==> src/rtl/fifo_pkg.sv <==
// ---------------------------------------------------------------------------
// fifo_pkg
// Shared definitions for the synchronous FIFO and its stream-side readers.
//   FIFO_WIDTH     - default data width of the FIFO word
//   rd_state_t     - read-side controller states
//   stream_word_t  - one stream beat: data plus end-of-frame marker
//   ptr_inc        - modulo-3 pointer increment for the 3-entry skid buffer
// ---------------------------------------------------------------------------
package fifo_pkg;

    localparam int FIFO_WIDTH = 16;

    typedef enum logic [1:0] {
        IDLE,
        RUN,
        FLUSH
    } rd_state_t;

    typedef struct packed {
        logic                  last;
        logic [FIFO_WIDTH-1:0] data;
    } stream_word_t;

    // Pointers of the 3-deep buffer walk 0 -> 1 -> 2 -> 0.
    function automatic logic [1:0] ptr_inc(input logic [1:0] p);
        return (p == 2'd2) ? 2'd0 : p + 2'd1;
    endfunction

endpackage

==> src/rtl/fifo_skid_buf.sv <==
// ---------------------------------------------------------------------------
// fifo_skid_buf
// Three-entry first-in first-out holding buffer that decouples the FIFO read
// latency from stream backpressure.
// Ports:
//   clk, rst_n   - clock, asynchronous active-low reset
//   push         - write push_word at the tail this cycle
//   push_word    - word to store
//   pop          - remove the head word this cycle (ignored when empty)
//   head         - current head word, forced to zero while empty
//   occ          - number of stored words, 0..3
// ---------------------------------------------------------------------------
module fifo_skid_buf
    import fifo_pkg::*;
#(
    parameter int W = 17
) (
    input  logic         clk,
    input  logic         rst_n,
    input  logic         push,
    input  logic [W-1:0] push_word,
    input  logic         pop,
    output logic [W-1:0] head,
    output logic [1:0]   occ
);

    logic [W-1:0] mem [3];
    logic [1:0]   rd_ptr_reg;
    logic [1:0]   wr_ptr_reg;
    logic [1:0]   occ_reg;
    logic [1:0]   occ_next;
    logic         do_pop;
    logic         do_push;

    assign do_pop  = pop && (occ_reg != 2'd0);
    // A push into a full buffer is only legal when a pop frees a slot the
    // same cycle; the issue logic upstream never lets it happen otherwise.
    assign do_push = push && ((occ_reg != 2'd3) || do_pop);

    always_comb begin
        occ_next = occ_reg;
        unique case ({do_push, do_pop})
            2'b10:   occ_next = occ_reg + 2'd1;
            2'b01:   occ_next = occ_reg - 2'd1;
            default: occ_next = occ_reg;
        endcase
    end

    always_ff @(posedge clk or negedge rst_n) begin
        if (!rst_n) begin
            rd_ptr_reg <= 2'd0;
            wr_ptr_reg <= 2'd0;
            occ_reg    <= 2'd0;
        end else begin
            occ_reg <= occ_next;
            if (do_push) begin
                wr_ptr_reg <= ptr_inc(wr_ptr_reg);
            end
            if (do_pop) begin
                rd_ptr_reg <= ptr_inc(rd_ptr_reg);
            end
        end
    end

    // Storage needs no reset: contents are only visible through head, which
    // is masked while the buffer is empty.
    for (genvar gi = 0; gi < 3; gi++) begin : g_entry
        always_ff @(posedge clk) begin
            if (do_push && (wr_ptr_reg == 2'(gi))) begin
                mem[gi] <= push_word;
            end
        end
    end

    assign head = (occ_reg != 2'd0) ? mem[rd_ptr_reg] : '0;
    assign occ  = occ_reg;

endmodule

==> src/rtl/fifo_rd_stream.sv <==
// ---------------------------------------------------------------------------
// fifo_rd_stream
// Reads words from the synchronous FIFO and presents them as a valid/ready
// stream framed into bursts of BURST_LEN words (m_last on the final word).
// Ports:
//   clk, rst_n      - clock, asynchronous active-low reset
//   enable          - level, permits new FIFO reads
//   fifo_empty      - FIFO empty flag
//   fifo_underflow  - FIFO underflow flag (latched into underflow_err)
//   fifo_data_out   - FIFO read data, valid the cycle after an accepted read
//   fifo_rd_en      - FIFO read request
//   m_data/m_valid/m_last/m_ready - output stream
//   word_cnt        - index of the next word to read within the frame
//   frame_cnt       - count of frames whose last beat was handshaken
//   underflow_err   - sticky underflow indicator
//   busy            - buffered or in-flight data exists
// ---------------------------------------------------------------------------
module fifo_rd_stream
    import fifo_pkg::*;
#(
    parameter  int FIFO_WIDTH = fifo_pkg::FIFO_WIDTH,
    parameter  int BURST_LEN  = 8,
    localparam int CNT_W      = (BURST_LEN > 1) ? $clog2(BURST_LEN) : 1
) (
    input  logic                  clk,
    input  logic                  rst_n,
    input  logic                  enable,
    input  logic                  fifo_empty,
    input  logic                  fifo_underflow,
    input  logic [FIFO_WIDTH-1:0] fifo_data_out,
    output logic                  fifo_rd_en,
    output logic [FIFO_WIDTH-1:0] m_data,
    output logic                  m_valid,
    output logic                  m_last,
    input  logic                  m_ready,
    output logic [CNT_W-1:0]      word_cnt,
    output logic [15:0]           frame_cnt,
    output logic                  underflow_err,
    output logic                  busy
);

    rd_state_t              state_reg;
    rd_state_t              state_next;
    logic                   inflight_reg;
    logic                   inflight_last_reg;
    logic [CNT_W-1:0]       word_cnt_reg;
    logic [15:0]            frame_cnt_reg;
    logic                   underflow_err_reg;

    logic [1:0]             occ;
    logic [FIFO_WIDTH:0]    head;
    logic [2:0]             pending;
    logic                   tag_last;
    logic                   pop;

    fifo_skid_buf #(
        .W (FIFO_WIDTH + 1)
    ) u_skid (
        .clk       (clk),
        .rst_n     (rst_n),
        .push      (inflight_reg),
        .push_word ({inflight_last_reg, fifo_data_out}),
        .pop       (pop),
        .head      (head),
        .occ       (occ)
    );

    assign m_valid = (occ != 2'd0);
    assign m_last  = head[FIFO_WIDTH];
    assign m_data  = head[FIFO_WIDTH-1:0];
    assign pop     = m_valid && m_ready;
    assign busy    = (occ != 2'd0) || inflight_reg;

    // Count in-flight reads against buffer space so every read that returns
    // has a slot; m_ready deliberately plays no part here.
    assign pending    = {1'b0, occ} + {2'b00, inflight_reg};
    assign tag_last   = (word_cnt_reg == CNT_W'(BURST_LEN - 1));
    assign fifo_rd_en = enable && !fifo_empty && (pending < 3'd3) && (state_reg == RUN);

    always_comb begin
        state_next = state_reg;
        unique case (state_reg)
            IDLE:    if (enable) state_next = RUN;
            RUN:     if (!enable) state_next = busy ? FLUSH : IDLE;
            FLUSH: begin
                if (enable)     state_next = RUN;
                else if (!busy) state_next = IDLE;
            end
            default: state_next = IDLE;
        endcase
    end

    always_ff @(posedge clk or negedge rst_n) begin
        if (!rst_n) begin
            state_reg         <= IDLE;
            inflight_reg      <= 1'b0;
            inflight_last_reg <= 1'b0;
            word_cnt_reg      <= '0;
            frame_cnt_reg     <= 16'd0;
            underflow_err_reg <= 1'b0;
        end else begin
            state_reg         <= state_next;
            inflight_reg      <= fifo_rd_en;
            // The last tag travels with the read so it lines up with the
            // data word returned one cycle later.
            inflight_last_reg <= fifo_rd_en && tag_last;
            if (fifo_rd_en) begin
                word_cnt_reg <= tag_last ? '0 : word_cnt_reg + 1'b1;
            end
            if (pop && m_last) begin
                frame_cnt_reg <= frame_cnt_reg + 16'd1;
            end
            if (fifo_underflow) begin
                underflow_err_reg <= 1'b1;
            end
        end
    end

    assign word_cnt      = word_cnt_reg;
    assign frame_cnt     = frame_cnt_reg;
    assign underflow_err = underflow_err_reg;

endmodule

==> config.mk <==
export PLATFORM = sky130hd
export DESIGN_NAME = fifo_rd_stream
export DESIGN_NICKNAME = d
export VERILOG_FILES = /design/src/rtl/fifo_pkg.sv /design/src/rtl/fifo_skid_buf.sv /design/src/rtl/fifo_rd_stream.sv
export SDC_FILE = /design/constraint.sdc
export NUM_CORES = 1
export LEC_CHECK = 0
export CORE_MARGIN = 3
export CORE_UTILIZATION = 52
export DETAILED_ROUTE_END_ITERATION = 10
export GPL_ROUTABILITY_DRIVEN = 0
export GPL_TIMING_DRIVEN = 0
export PLACE_DENSITY_LB_ADDON = 0.1
export SLEW_MARGIN = 20
export SYNTH_ARGS = -nofsm -noshare
export SYNTH_HDL_FRONTEND = slang
export SYNTH_SLANG_ARGS = --single-unit
==> constraint.sdc <==
create_clock -name clk -period 2.8 [get_ports clk]
set_input_delay 0.84 -clock clk [delete_from_list [all_inputs] [get_ports clk]]
set_output_delay 0.84 -clock clk [all_outputs]
set_load 0.02 [all_outputs]
# Yosys cells after proc, flatten, opt, wreduce, memory -nomap -nowiden

Memory sizes are Yosys's and may differ from the RTL's.
Cells that the tools add are included.

Flip-flop bits (word level): 30
Latch bits: 0
Memory bits (writable): 51
Memory bits (read-only): 0
Output and inout port bits: 40
Logic and storage cells: 74
Memories: 1

Memories:

| memory     | words | bits a word | read ports | clocked after Yosys merged registers in | wr ports | line                | RTL |
|---|---|---|---|---|---|---|---|
| u_skid.mem | 3     | 17          | 1          | 0                                       | 1        | fifo_skid_buf.sv:27 | `logic [W-1:0] mem [3];` |

Add/subtract/negate cells: 7
Multiply operators: 0
Divide/modulo/power cells: 0
Order comparisons: 1
Equal/unequal tests: 12
Shifts and indexed selects: 0
Muxes and demuxes: 23
Bitwise logic cells: 0
Reduce and logical (&&, ||, !) cells: 21

Operators by type and width:

| operator                                                                      | number |
|---|---|
| 17-bit two-way mux                                                            | 3 |
| 17-bit OR reduction                                                           | 2 |
| 2-bit two-way mux                                                             | 9 |
| 16-bit by 1-bit adder with 16-bit output (second input constant)              | 1 |
| 1-bit logical AND                                                             | 11 |
| 2-bit == test (second input constant)                                         | 4 |
| 1-bit two-way mux                                                             | 8 |
| 2-bit by 1-bit adder with 2-bit output (second input constant)                | 3 |
| 2-bit by 1-bit == test with 1-bit output (second input constant)              | 3 |
| 2-bit inequality test (second input constant)                                 | 3 |
| 2-bit one-hot mux with 3 select lines                                         | 1 |
| 2-bit zero test                                                               | 2 |
| 2-bit one-hot mux with 2 select lines                                         | 1 |
| 2-bit nonzero test                                                            | 2 |
| 2-bit by 1-bit adder with 3-bit output                                        | 1 |
| 3-bit by 1-bit adder with 3-bit output (second input constant)                | 1 |
| 3-bit == test (second input constant)                                         | 1 |
| 3-bit by 2-bit less-than comparator with 1-bit output (second input constant) | 1 |
| 3-bit two-way mux                                                             | 1 |
| 3-bit inequality test (second input constant)                                 | 1 |
| 3-bit AND reduction                                                           | 1 |
| 1-bit logical OR                                                              | 2 |
| 2-bit by 1-bit subtractor with 2-bit output (second input constant)           | 1 |
| 1-bit zero test                                                               | 1 |

# Depth between registers and ports, before layout

Depth in word-level cells: 11
Gate-level depth with buffers: 6
Gate-level depth less buffers: 6

# Cells and area by module

From an unflattened synthesis, not the netlist that was laid out.

Cells, all modules: 228
Area, all modules: 3394.5 sq um

By module, submodules not included:

| module         | times used | cells an instance | area each (sq um) | sequential area each (sq um) |
|---|---|---|---|---|
| fifo_skid_buf  | 1          | 142               | 2314.7            | 1681.6 |
| fifo_rd_stream | 1          | 86                | 1079.8            | 600.6 |

# Least setup slack after synthesis

Ideal clock, no wire load.

Kind: input port to flip-flop
From: in m_ready
To: mem u_skid.mem[1][0], enable pin
Library setup time: 419 ps
Data arrival time: 2368 ps
Path slack: 13 ps
Stages on the path: 2
Buffers on the path: 0
Path through: o21ai_1 nor3b_1

Word-level cells in the longest chain between the ends: 10

Ends and longest elaborated chain:

| item                                                                                         | line                 | RTL |
|---|---|---|
| from (decl)                                                                                  | fifo_rd_stream.sv:35 | `input logic m_ready,` |
| 1-bit logical AND *                                                                          | fifo_rd_stream.sv:71 | `assign pop = m_valid && m_ready;` |
| 1-bit logical AND *                                                                          | fifo_skid_buf.sv:35  | `assign do_pop = pop && (occ_reg != 2'd0);` |
| 1-bit logical OR *                                                                           | fifo_skid_buf.sv:38  | `assign do_push = push && ((occ_reg != 2'd3) \|\| do_pop);` |
| 1-bit logical AND *                                                                          | fifo_skid_buf.sv:38  |  |
| 1-bit logical AND                                                                            | fifo_skid_buf.sv:69  | `if (do_push && (wr_ptr_reg == 2'(gi))) begin` |
| 1-bit two-way mux                                                                            | fifo_skid_buf.sv:69  |  |
| 1-bit two-way mux (implied by the code)                                                      | fifo_skid_buf.sv:70  | `mem[gi] <= push_word;` |
| 17-bit OR reduction (no source line)                                                         | --                   |  |
| 2-bit two-way mux (no source line) / 1-bit two-way mux (equally long branches) (2 in series) | --                   |  |
| to (decl)                                                                                    | fifo_skid_buf.sv:27  |  |

Mark *: on every way between the ends. The rest lies on a longest branch, timed or not.

# Worst setup path after layout

From: in m_ready
To: mem u_skid.mem[1][10], enable pin

Same word-level chain as after synthesis.

==> key figures <==
Outcome
  – Status: finished clean

Die
  – FP Rows: 28
  – Die Span X: 86.83 microns
  – I/O Pins: 62
  – Initial core utilization: a little under three fifths
  – Core ar.: 6131 sq um
  – Chip height: 86.83 microns
  – Die Area: 7539 sq um

Timing
  – Setup_tns: 0 ns
  – Relative slew slack: a little under half
  – Shortest period the worst path allows: 2.732 ns
  – F_max: around 0.37 GHz
  – Final Hold Fails: 0
  – Final setup viols: 0
  – Period Utilization, post-route: 97.55%
  – Worst slew pin tran: a little under 0.8 ns
  – Unrepaired setup endpoints after global routing: yes
  – Clk_skew: 0.008583 ns
  – Max-slew violation count: 0

Placement
  – Placed inst area: 4141 sq um
  – Placed cell count: slightly below 400
  – PortBufs: 61
  – Dpl hpwl: 4.444 mm

Worst hold path
  – Worst hold stages: 1
  – Worst hold-check path type: reg2reg
  – Min-delay src: underflow_err$_DFFE_PN0P_
  – Min-Delay Endpoint: underflow_err$_DFFE_PN0P_

Power and ir drop
  – Pwr dens: between 700 and 800 nW/um^2
  – P_leak: ~1.9 nW
  – Power consumption: 3.394 mW
  – Worst vdd ir: 509.2 uV

Synthesis
  – Synth unique cells: 39
  – FF+latch count, synth: between 80 and 90
  – Post-Synth Simple-Gate Area: 13.04%
  – Post-synth EDFFs: 51
  – Adder-cell share of the synthesized area: 1.842%
  – Complex-gate fraction of the synthesized area: under 10%
  – Post-Synth XOR/XNOR Area: 4.383%
  – Syn_nets: 279
  – Async SR Flop Fraction: around 37%
  – Multiplexer area fraction after synthesis: 5.820%
  – Syn_area_per_cell: ~13 sq um
  – Sequential cell area fraction in the yosys report: between 60% and 70%
  – Ys Warns: 0
  – Mapped Area: 3397 sq um
  – Mapped Cells: 252
  – Main combinational cell family by area after synthesis: simple AND/OR/NAND/NOR gates
  – Ys flop type: edfxtp_1

Global route
  – First-pass GRT wire length: 10.37 mm
  – GR peak layer: met2
  – Met2 Usage GRT: 28.50%
  – Initial antenna violation count: 0
  – Largest net degree at the start of global routing: 31
  – Global route overflow: 0
  – Overall Global Routing Usage: about 18%
  – Met1 usage: 24.19%
  – Number of global-route vias before repair: 2138
  – Met3 Resource Use GR: 4.753%

Detailed routing
  – WL per Instance: about 16 microns
  – Drt drc: 0
  – Vias: 2190
  – Final wirelength: 6.488 mm
  – Final ANT Viol Nets: 0
  – TritonRoute pass-1 iters: 4
  – DR iter-0 viols: 90
  – Vias per cell: 5.264

Critical path
  – R2R Setup Slk: 0.69 ns
  – WS Path Type: in2reg
  – Crit end category: flip-flop
  – Worst r2r path cells: 5
  – Critical Path AT: 2.77 ns
  – WP data required: 2.84 ns
  – Critical R2R Capture: u_skid.mem[1][10]$_DFFE_PP_
  – Worst R2R Start: u_skid.occ[0]$_DFFE_PN0P_
  – Max Fanout on Critical Path: 10
  – Setup crit start kind: primary input

Layout
  – Final cell count without fillers: 416
  – NumNets Final: 363
  – Diodes inserted: 0
  – Area grow syn2layout: 30.42%
  – Share of post-route cells with drive strength above 1: 17.01%
  – Max reg flops: 51
  – Post-Layout Inst Area: 4431 sq um

Clock network
  – Worst-path clk slew: around 0.08 ns
  – Worst-Skew Late Latency: 0.34 ns
  – CTS Sinks: 81
  – CTS tree: built
  – Total CTS buffers: 9
  – Clk buf depth: 2
  – CTS HTree Levels: 3
  – Hold-fix buffers, CTS: 0
  – Root buf cell: clkbuf_8

Run
  – # Max-Cap Violations: 0
## worst max path at each step
stage | end | from | cells past startpoint
floorplan | u_skid.mem[1][0]$_DFFE_PP_ | m_ready | 2
detailed placement | fifo_rd_en | enable | 4
CTS | fifo_rd_en | u_skid.occ[0]$_DFFE_PN0P_ | 6
global placement | u_skid.mem[2][13]$_DFFE_PP_ | m_ready | 3
finish | u_skid.mem[1][10]$_DFFE_PP_ | m_ready | 4
global route | u_skid.mem[1][8]$_DFFE_PP_ | m_ready | 4
## logic make-up after synthesis
kind of cell | after synthesis
simple gates | 84
mux | 19
buf+inv | 16
xor+xnor | 17
compound gates | 30
flops | 81
fa+ha+maj | 5
## placed cells by master (no fill, tap or decap), types with 4 or more instances in the layout
master / count
o21ai_0: 4
nand3_1: 5
inv_1: 6
nand2_1: 11
nor3_2: 7
a21oi_1: 18
xnor2_1: 4
a21o_1: 4
clkdlybuf4s50_1: 42
edfxtp_1: 51
dlygate4sd2_1: 16
xor2_1: 13
clkbuf_8: 10
nor2_1: 37
ha_1: 5
buf_4: 12
mux2i_1: 16
dfrtp_1: 28
## cell type report
type | count | area, sq um
Clock buffer | 10 | 127.6
Sequential cell | 81 | 2285
Inverter | 8 | 35.03
Fill cell | 456 | 1700
Timing Repair Buffer | 73 | 673.1
Tap cell | 75 | 93.84
Buffer | 8 | 76.32
Clock inverter | 6 | 81.33
Multi-Input combinational cell | 155 | 1059
## report_power, final
group | leakage [nW] | switching [mW] | internal, mW | total, mW
registers | 0.840 | 0.0911 | 1.39 | 1.48
logic | 0.916 | 0.555 | 0.459 | 1.01
clock network | 0.110 | 0.400 | 0.499 | 0.898
total | 1.87 | 1.05 | 2.35 | 3.39
## metrics by stage
| step | setup WS (ns) | hold slack, ns | utilization [%] |
|---|---|---|---|
| 4_1_cts | -0.003491 | 0.4722 | 71.51 |
| 3_3_place_gp | -1.545 | 0.4504 | 66.90 |
| 6_report | 0.06847 | 0.4732 | 72.27 |
| 3_5_place_dp | -0.3975 | 0.4537 | 67.55 |
| 5_1_grt | -0.1013 | 0.4904 | 72.27 |
| 2_1_floorplan | 0.01281 | 0.4375 | - |
## routing by layer
layer	vias to the layer above	wire length [microns]
met5	-	0
met4	0	34
met3	4	314
met2	47	3183
met1	1066	2955
li1	1073	-
## synthesized netlist by cell type (4+ instances only)
master,count,share of area (%)
edfxtp_1,51,45
nor2_1,37,4.1
dfrtp_1,30,22
a21oi_1,18,2.7
mux2i_1,16,4.7
xor2_1,13,3.4
nand2_1,11,1.2
inv_1,7,0.77
nor3_2,6,1.8
ha_1,5,1.8
nand3_1,5,0.74
a21o_1,4,0.88
nor3_1,4,0.59
o21ai_0,4,0.59
xnor2_1,4,1.0
## worst max-delay path, stage by stage
cell	delay (ns)
clkdlybuf4s50_1	0.65
o21ai_1	0.26
nor3b_2	0.70
buf_4	0.32
## timing repair
| action | 4_1_cts | 5_1_grt |
|---|---|---|
| setup endpoints to repair | 18 | 27 |
| resized for setup | 34 | 4 |
| buffers inserted | 3 | 5 |
| pin swaps | 1 | 2 |
| endpoints found under the hold margin | 0 | 0 |
No activity file was read; power rests on OpenSTA's default activity.
